$ cat src/rtl/pc_seq_ctrl_pkg.sv
// pc_seq_ctrl_pkg
//   Shared definitions for the program-counter sequencer: default widths,
//   FSM state encoding and the redirect priority order.
//   No ports (package).

package pc_seq_ctrl_pkg;

    localparam int PC_CONTENT_SIZE = 16;
    localparam int PC_IMME_SIZE    = 32;
    localparam int PC_RAS_DEPTH    = 4;

    typedef enum logic [1:0] {
        ST_INIT = 2'd0,
        ST_RUN  = 2'd1,
        ST_HALT = 2'd2
    } state_t;

    // Redirect kinds, listed from highest to lowest priority.
    typedef enum logic [2:0] {
        RD_NONE = 3'd0,
        RD_RET  = 3'd1,
        RD_CALL = 3'd2,
        RD_JMP  = 3'd3,
        RD_BR   = 3'd4
    } redir_t;

    function automatic redir_t pick_redirect(input logic ret, input logic call,
                                             input logic jmp, input logic br);
        redir_t r;
        if (ret)       r = RD_RET;
        else if (call) r = RD_CALL;
        else if (jmp)  r = RD_JMP;
        else if (br)   r = RD_BR;
        else           r = RD_NONE;
        return r;
    endfunction

    // True when more than one redirect request is asserted at once.
    function automatic logic multi_redirect(input logic ret, input logic call,
                                            input logic jmp, input logic br);
        logic [3:0] v;
        v = {ret, call, jmp, br};
        return (v & (v - 4'd1)) != 4'd0;
    endfunction

endpackage

$ cat src/rtl/pc_ret_stack.sv
// pc_ret_stack
//   Return-address LIFO. When full, a push overwrites the oldest entry so the
//   most recent DEPTH return addresses are always kept.
//   Ports:
//     clk, rst         clock, async active-high reset (pointer/count only)
//     push, push_data  write push_data on top
//     pop              drop the top entry (ignored when empty; wins over push)
//     top              current top entry (undefined when empty)
//     empty, full      occupancy flags

module pc_ret_stack #(
    parameter int WIDTH = 16,
    parameter int DEPTH = 4
) (
    input  logic             clk,
    input  logic             rst,
    input  logic             push,
    input  logic             pop,
    input  logic [WIDTH-1:0] push_data,
    output logic [WIDTH-1:0] top,
    output logic             empty,
    output logic             full
);

    localparam int PW = (DEPTH > 1) ? $clog2(DEPTH) : 1;
    localparam int CW = PW + 1;

    logic [WIDTH-1:0] mem [DEPTH];
    logic [PW-1:0]    wr_ptr;
    logic [PW-1:0]    top_ptr;
    logic [CW-1:0]    count;
    logic             do_pop;
    logic             do_push;

    // wr_ptr wraps naturally at DEPTH (power of two), which is what makes the
    // overwrite-oldest behaviour fall out for free.
    assign top_ptr = wr_ptr - 1'b1;
    assign top     = mem[top_ptr];
    assign empty   = (count == '0);
    assign full    = (count == CW'(DEPTH));
    assign do_pop  = pop && !empty;
    assign do_push = push && !do_pop;

    always_ff @(posedge clk or posedge rst) begin
        if (rst) begin
            wr_ptr <= '0;
            count  <= '0;
        end else if (do_pop) begin
            wr_ptr <= wr_ptr - 1'b1;
            count  <= count - 1'b1;
        end else if (do_push) begin
            wr_ptr <= wr_ptr + 1'b1;
            if (!full) count <= count + 1'b1;
        end
    end

    // Storage needs no reset: entries are only visible through count.
    always_ff @(posedge clk) begin
        if (do_push) mem[wr_ptr] <= push_data;
    end

endmodule

$ cat src/rtl/pc_seq_ctrl.sv
// pc_seq_ctrl
//   Next-address sequencer for a reset-less, enable-less program counter.
//   Each cycle it drives sel/imme (sel=1 load imme, sel=0 increment), giving
//   the power-up load to 0, stall-by-reload, halt, and ret/call/jmp/br
//   redirects with a small return-address stack.
//   Ports:
//     clk, rst              clock, async active-high reset
//     cur_addr              counter's current address
//     stall, halt           hold requests (halt is sticky until rst)
//     br_req, br_target     taken branch
//     jmp_req, call_req     jump / call to jmp_target
//     ret_req               return to popped stack address
//     sel, imme             combinational counter controls
//     flush                 registered, high the cycle after a redirect
//     ras_empty, ras_full   stack occupancy
//     halted                FSM in HALT
//     err                   sticky error (empty ret, conflicting requests)
//
//   state | meaning
//   INIT  | force PC=0 on the first edge after reset
//   RUN   | normal sequencing and redirect arbitration
//   HALT  | hold PC until reset

module pc_seq_ctrl
    import pc_seq_ctrl_pkg::*;
#(
    parameter int CONTENT_SIZE = PC_CONTENT_SIZE,
    parameter int IMME_SIZE    = PC_IMME_SIZE,
    parameter int RAS_DEPTH    = PC_RAS_DEPTH
) (
    input  logic                    clk,
    input  logic                    rst,
    input  logic [CONTENT_SIZE-1:0] cur_addr,
    input  logic                    stall,
    input  logic                    halt,
    input  logic                    br_req,
    input  logic [CONTENT_SIZE-1:0] br_target,
    input  logic                    jmp_req,
    input  logic                    call_req,
    input  logic [CONTENT_SIZE-1:0] jmp_target,
    input  logic                    ret_req,
    output logic                    sel,
    output logic [IMME_SIZE-1:0]    imme,
    output logic                    flush,
    output logic                    ras_empty,
    output logic                    ras_full,
    output logic                    halted,
    output logic                    err
);

    state_t                  state;
    state_t                  next_state;
    redir_t                  redir;
    logic [CONTENT_SIZE-1:0] load_addr;
    logic [CONTENT_SIZE-1:0] ret_addr;
    logic [CONTENT_SIZE-1:0] ras_top;
    logic                    push;
    logic                    pop;
    logic                    redirect;
    logic                    set_err;

    assign ret_addr = cur_addr + 1'b1;
    assign redir    = pick_redirect(ret_req, call_req, jmp_req, br_req);
    assign imme     = IMME_SIZE'(load_addr);
    assign halted   = (state == ST_HALT);

    pc_ret_stack #(
        .WIDTH (CONTENT_SIZE),
        .DEPTH (RAS_DEPTH)
    ) u_ras (
        .clk       (clk),
        .rst       (rst),
        .push      (push),
        .pop       (pop),
        .push_data (ret_addr),
        .top       (ras_top),
        .empty     (ras_empty),
        .full      (ras_full)
    );

    always_comb begin
        sel        = 1'b0;
        load_addr  = '0;
        push       = 1'b0;
        pop        = 1'b0;
        redirect   = 1'b0;
        set_err    = 1'b0;
        next_state = state;
        unique case (state)
            ST_INIT: begin
                sel        = 1'b1;
                next_state = ST_RUN;
            end
            ST_RUN: begin
                if (halt) begin
                    sel        = 1'b1;
                    load_addr  = cur_addr;
                    next_state = ST_HALT;
                end else if (stall) begin
                    // Requests are left pending; the requester holds them.
                    sel       = 1'b1;
                    load_addr = cur_addr;
                end else begin
                    set_err = multi_redirect(ret_req, call_req, jmp_req, br_req);
                    unique case (redir)
                        RD_RET: begin
                            if (!ras_empty) begin
                                sel       = 1'b1;
                                load_addr = ras_top;
                                pop       = 1'b1;
                                redirect  = 1'b1;
                            end else begin
                                set_err = 1'b1;
                            end
                        end
                        RD_CALL: begin
                            sel       = 1'b1;
                            load_addr = jmp_target;
                            push      = 1'b1;
                            redirect  = 1'b1;
                        end
                        RD_JMP: begin
                            sel       = 1'b1;
                            load_addr = jmp_target;
                            redirect  = 1'b1;
                        end
                        RD_BR: begin
                            sel       = 1'b1;
                            load_addr = br_target;
                            redirect  = 1'b1;
                        end
                        default: ;
                    endcase
                end
            end
            ST_HALT: begin
                sel       = 1'b1;
                load_addr = cur_addr;
            end
            default: begin
                sel        = 1'b1;
                next_state = ST_INIT;
            end
        endcase
    end

    always_ff @(posedge clk or posedge rst) begin
        if (rst) begin
            state <= ST_INIT;
            flush <= 1'b0;
            err   <= 1'b0;
        end else begin
            state <= next_state;
            flush <= redirect;
            err   <= err | set_err;
        end
    end

endmodule

$ cat config.mk
export PLATFORM = sky130hd
export DESIGN_NAME = pc_seq_ctrl
export DESIGN_NICKNAME = d
export VERILOG_FILES = /design/src/rtl/pc_seq_ctrl_pkg.sv /design/src/rtl/pc_ret_stack.sv /design/src/rtl/pc_seq_ctrl.sv
export SDC_FILE = /design/constraint.sdc
export NUM_CORES = 1
export LEC_CHECK = 0
export BUFFER_PORTS_ARGS = -buffer_cell sky130_fd_sc_hd__buf_4
export CORE_MARGIN = 2
export CORE_UTILIZATION = 35
export CTS_BUF_LIST = sky130_fd_sc_hd__clkbuf_2 sky130_fd_sc_hd__clkbuf_4 sky130_fd_sc_hd__clkbuf_8
export CTS_CLUSTER_DIAMETER = 100
export DETAILED_ROUTE_END_ITERATION = 7
export PLACE_DENSITY = 0.57
export SLEW_MARGIN = 20
export SYNTH_ARGS = -nofsm -noshare
export SYNTH_HDL_FRONTEND = slang
export SYNTH_HIERARCHICAL = 1
export SYNTH_SLANG_ARGS = --single-unit
$ cat constraint.sdc
create_clock -name clk -period 3.45 [get_ports clk]
set_input_delay 0.345 -clock clk [delete_from_list [all_inputs] [get_ports clk]]
set_output_delay 0.345 -clock clk [all_outputs]
set_load 0.1 [all_outputs]
== After elaboration in Yosys (flattened, before gate mapping) ==
Memory sizes are Yosys's and may differ from the RTL's.
Cells that the tools add are included.

* $add $sub $neg: 6
* Equal/unequal tests: 9
* Muxes and demuxes: 39
* Bitwise gates (word level): 3
* Reduce and logical (&&, ||, !) cells: 12

{| class="wikitable"
|+ Operator list
! kind !! number
|-
| $mux W16 || 3
|-
| $pmux W16 S3 || 1
|-
| $pmux W16 S2 || 1
|-
| $mux W1 || 22
|-
| $mux W3 || 7
|-
| $add A16 B1 Y16 const B || 1
|-
| $eq A3 B2 Y1 const B || 2
|-
| $eq A3 B3 Y1 const B || 2
|-
| $mux W2 || 3
|-
| $pmux W2 S3 || 1
|-
| $and A4 B4 Y4 || 1
|-
| $reduce_and A2 Y1 || 2
|-
| $reduce_bool A4 Y1 || 1
|-
| $sub A4 B1 Y4 const B || 1
|-
| $add A3 B1 Y3 const B || 1
|-
| $eq A3 B1 Y1 const B || 1
|-
| $logic_not A3 Y1 || 1
|-
| $reduce_or A3 Y1 || 1
|-
| $sub A3 B1 Y3 const B || 1
|-
| $add A2 B1 Y2 const B || 1
|-
| $eq A2 B1 Y1 const B || 1
|-
| $eq A2 B2 Y1 const B || 1
|-
| $logic_and A1 B1 Y1 || 2
|-
| $logic_not A1 Y1 || 2
|-
| 9 further kinds || 9
|}

* Bits in registers: 9
* Memory bits (writable): 64
* Bits of input ports: 56
* Output and inout bits: 38
* Memories: 1

{| class="wikitable"
|+ Memory list
! name !! depth !! bits a word !! rd ports !! clocked after memory_dff !! write ports !! line !! RTL
|-
| u_ras.mem || 4 || 16 || 1 || 0 || 1 || pc_ret_stack.sv:28 || <nowiki>logic [WIDTH-1:0] mem [DEPTH];</nowiki>
|}

== Depth between registers and ports, before layout ==
* Depth after elaboration: 14
* Depth in mapped cells: 10
* Depth with buffers taken out: 8

== Cells and area by module ==
Netlist, hierarchy kept.

{| class="wikitable"
|+ Modules (own cells, without submodules)
! module !! times used !! cells an instance !! area an instance (um^2) !! seq. area each (um^2)
|-
| pc_ret_stack || 1 || 125 || 2725.1 || 2047.0
|-
| pc_seq_ctrl || 1 || 149 || 1255.0 || 100.1
|}

== Worst setup path after synthesis ==
Ideal clock, no wire load.

* Kind: flip-flop to output port
* Start: register u_ras.count[1]
* End: output port imme[13]
* Arrival time: 4.199 ns
* Data required time: 3.105 ns
* Path slack: -1.094 ns
* Stages on the path, launching flop included: 6
* Path buffers: 1
* Cells stage by stage: dfrtp_1 -> nor3_1 -> clkbuf_1 -> and3b_1 -> a221oi_1 -> o2bb2ai_1

* Cells in the longest elaborated chain, start to end: 6

{| class="wikitable"
|+ Ends and longest elaborated chain
! what !! line !! RTL
|-
| from (decl) || pc_ret_stack.sv:31 || <nowiki>logic [CW-1:0] count;</nowiki>
|-
| from (signal assigned) || pc_ret_stack.sv:50 || <nowiki>count <= count - 1'b1;</nowiki>
|-
| from (signal assigned) || pc_ret_stack.sv:53 || <nowiki>if (!full) count <= count + 1'b1;</nowiki>
|-
| $logic_not A3 Y1 || pc_ret_stack.sv:39 || <nowiki>assign empty = (count == '0);</nowiki>
|-
| via ras_empty || pc_seq_ctrl.sv:45 || <nowiki>output logic ras_empty,</nowiki>
|-
| $mux W16 || pc_seq_ctrl.sv:107 || <nowiki>if (!ras_empty) begin</nowiki>
|-
| $pmux W16 S3 || pc_seq_ctrl.sv:105 || <nowiki>unique case (redir)</nowiki>
|-
| $mux W16 || pc_seq_ctrl.sv:99 || <nowiki>end else if (stall) begin</nowiki>
|-
| $mux W16 || pc_seq_ctrl.sv:95 || <nowiki>if (halt) begin</nowiki>
|-
| $pmux W16 S2 || pc_seq_ctrl.sv:89 || <nowiki>unique case (state)</nowiki>
|-
| to (decl) || pc_seq_ctrl.sv:43 || <nowiki>output logic [IMME_SIZE-1:0] imme,</nowiki>
|}

The timed path passes the listed nets, and every way through them passes these cells.

== Worst setup path in the final report ==
* Start: register u_ras.wr_ptr[1]
* End: output port imme[10]

* Cells in the longest elaborated chain, start to end: 7

{| class="wikitable"
|+ Ends and longest elaborated chain
! what !! line !! RTL
|-
| from (decl) || pc_ret_stack.sv:29 || <nowiki>logic [PW-1:0] wr_ptr;</nowiki>
|-
| from (signal assigned) || pc_ret_stack.sv:49 || <nowiki>wr_ptr <= wr_ptr - 1'b1;</nowiki>
|-
| from (signal assigned) || pc_ret_stack.sv:52 || <nowiki>wr_ptr <= wr_ptr + 1'b1;</nowiki>
|-
| $sub A2 B1 Y2 || pc_ret_stack.sv:37 || <nowiki>assign top_ptr = wr_ptr - 1'b1;</nowiki>
|-
| $mem_v2 Z4 W16 || - ||
|-
| via ras_top[10] || pc_seq_ctrl.sv:56 || <nowiki>logic [CONTENT_SIZE-1:0] ras_top;</nowiki>
|-
| $mux W16 || pc_seq_ctrl.sv:107 ||
|-
| $pmux W16 S3 || pc_seq_ctrl.sv:105 ||
|-
| $mux W16 || pc_seq_ctrl.sv:99 ||
|-
| $mux W16 || pc_seq_ctrl.sv:95 ||
|-
| $pmux W16 S2 || pc_seq_ctrl.sv:89 ||
|}

The timed path passes the listed nets, and every way through them passes these cells.

==> metrics.yaml <==
yosys:
  synthesis.area_um2: 3980
  yosysSeqAreaShare_pct: 53.9
  ys_warn_count: 6
  netlist-cell-type-count: 52
  synthTopCellsByArea: "edfxtp_1, mux4_2, dfrtp_1"
  synth_common_cells: "edfxtp_1, and3b_1, buf_4, mux4_2, a221oi_1"
  synthFlopType: "edfxtp_1"
  synth_area_leader_cell: "edfxtp_1"
  synth_async_sr_flop_share_pct: 12.3
  yosysTopAreaCellShare_pct: 48.3
  synth_area_per_cell_um2: 14.5
  synth_most_common_cell: "edfxtp_1"
  synth-edff-count: 64
  ys_ff_latch: 73
  syn_inst: 274
floorplanning:
  ios: 94
  die_h_um: 111
  die-area_um2: 12200
  die_x_um: 111
  core_area_um2: 11000
  initial_utilization_pct: 36.2
  std_cell_rows: 38
cts:
  cts.reportedPaths.clkPinSlew_ns: 0.08
  ctsResizeCount: 0
  cts_setup_buffers: 0
  cts_made_buffers: 9
  clockRootBuffer: "clkbuf_8"
  cts_tree: "built"
  clk_latency_ns: 0.34
  h-tree-depth: 3
  cts.sinks: 73
  hold_buffers: 1
  clockBufferDepth: 2
global_route:
  gr-total-overflow: 0
  antenna_found_initial: 0
  grt_pass1_vias: 2766
  grt_max_degree: 25
  grt_pass1_wl_um: 15400
  grtUsageTotal_pct: 16.2
timing:
  maxSlewHeadroom_pct: 46.6
  worst_pin_slew_ns: 0.799
  whs_ns: 0.367
  min_period_over_period_pct: 84.2
  fin_skew_ns: 0.0125
  finalSetupTns_ns: 0
  finalHoldViolations: 0
  setup_viol: 0
  rsz0062_at_grt: "no"
  maxSlewViolCount: 0
  min_period_ns: 2.90
  fmax_mhz: 344
placement:
  postPlaceCellArea_um2: 4670
  io_buffers: 77
  dp_hpwl_um: 6840
  place_congestion: 0.746
finish:
  final_cell_area_um2: 4880
  drive_gt1_share_pct: 38.2
  final_util_pct: 44.5
  area_growth_pct: 22.7
  finalNetCount: 422
  regArea_um2: 2150
  antenna_cells: 0
  multi_input_area_um2: 1650
  fillers: 985
route:
  ant_nets: 0
  wirelength_um: 9710
  drt-initial-drc-count: 87
  vias: 2622
  drt-pass1-iter-count: 4
  wl_per_cell_um: 19.4
  via_per_inst: 5.23
  route.detailed.drc: 0
run_status:
  status: "finished clean"
power:
  power_density_nw_per_um2: 763
  max-vdd-ir-drop_v: 0.000443
  total_power_mw: 3.73
  p_leak_nw: 1.85
worst_setup_path:
  crit_path_start_kind: "register"
  cp-end-kind: "output port"
  cp.required_ns: 3.11
  cp_max_fo: 18
  worstPathArrival_ns: 2.56
  path_class: "register to output port"
min_path:
  hp-class: "input pin to register"
run:
  maxCapViolCount: 0
[sequential cells by signal, indices dropped and copies added, names as in the netlist]
| name | cells |
|---|---|
| u_ras/mem | 64 |
| err | 1 |
| u_ras/count | 3 |
| flush | 1 |
| u_ras/wr_ptr | 2 |
| state | 2 |
[kinds of logic (layout without fill, tap and decap cells)]
logic type,after synthesis,in the layout,share of synthesized area (%)
simple gates,65,65,11.6
buf+inv,42,114,7.14
other cells,1,16,0.0942
compound gates,51,51,11.3
fa+ha+maj,9,9,3.02
xor+xnor,15,15,3.30
mux,18,18,9.62
flops,73,73,53.9
[per-layer routing]
layer | global-route usage (%) | part of all wire (%)
met4 | 4.17 | 0.67
met2 | 27.0 | 48
met1 | 21.9 | 44
met5 | 0 | 0
met3 | 2.85 | 6.6
[worst paths after layout]
check / from / endpoint / slack [ns] / depth (start not counted)
worst max register to register: state[1] / u_ras/count[2] / 0.77 / 8
max in group asynchronous: rst / u_ras/wr_ptr[1] / 2.78 / 3
worst min register to register: err / err / 0.49 / 1
min in group asynchronous: rst / flush / 0.47 / 3
worst min-delay path: stall / err / 0.37 / 3
worst max-delay path: u_ras/wr_ptr[1] / imme[10] / 0.55 / 8
[critical path: stages (launching register included)]
cell	delay (ns)
dfrtp_1	0.41
inv_1	0.09
ha_1	0.28
buf_4	0.27
mux4_2	0.35
and3b_1	0.18
a221oi_1	0.29
o2bb2ai_2	0.10
buf_4	0.24
[power by group]
group	leakage [nW]	internal, mW	switching, mW
Sequential	0.682	1.02	0.0653
Combinational	1.07	0.643	1.30
Clock	0.0987	0.399	0.298
Total	1.85	2.06	1.67
[cell usage in the layout, fill, tap and decap left out, types with 2 or more instances in the layout]
cell / count
a21oi_1: 2
a221oi_1: 15
a221oi_2: 2
and3_1: 4
and3b_1: 16
buf_4: 86
bufinv_16: 2
clkbuf_8: 9
clkinvlp_4: 2
conb_1: 16
dfrtp_1: 9
edfxtp_1: 64
ha_1: 8
inv_1: 12
mux2_2: 2
mux4_2: 16
nand2_1: 7
nand2b_1: 2
nand3_1: 5
nand3b_1: 2
nand4_1: 4
nor2_1: 5
nor3_1: 4
nor3b_1: 2
nor4_1: 3
o211ai_1: 2
o21a_1: 3
o21ai_0: 4
o2bb2ai_1: 8
o2bb2ai_2: 8
xnor2_1: 7
xor2_1: 8
[area by class of cell]
cell class	instances	share of cell area [%]
Clock inverter	6	1.72
Tap cell	140	3.59
Inverter	12	0.922
Clock buffer	9	2.54
Timing Repair Buffer	87	13.4
Multi-Input combinational cell	174	33.9
Sequential cell	73	44.0
[through the flow]
stage | instances | setup WS [ns]
6_report | 501 | 0.547
3_5_place_dp | 485 | 0.769
2_1_floorplan | 289 | -0.137
5_1_grt | 501 | 0.399
4_1_cts | 501 | 0.498
3_3_place_gp | 485 | 0.849
No activity file was read; power rests on OpenSTA's default activity.
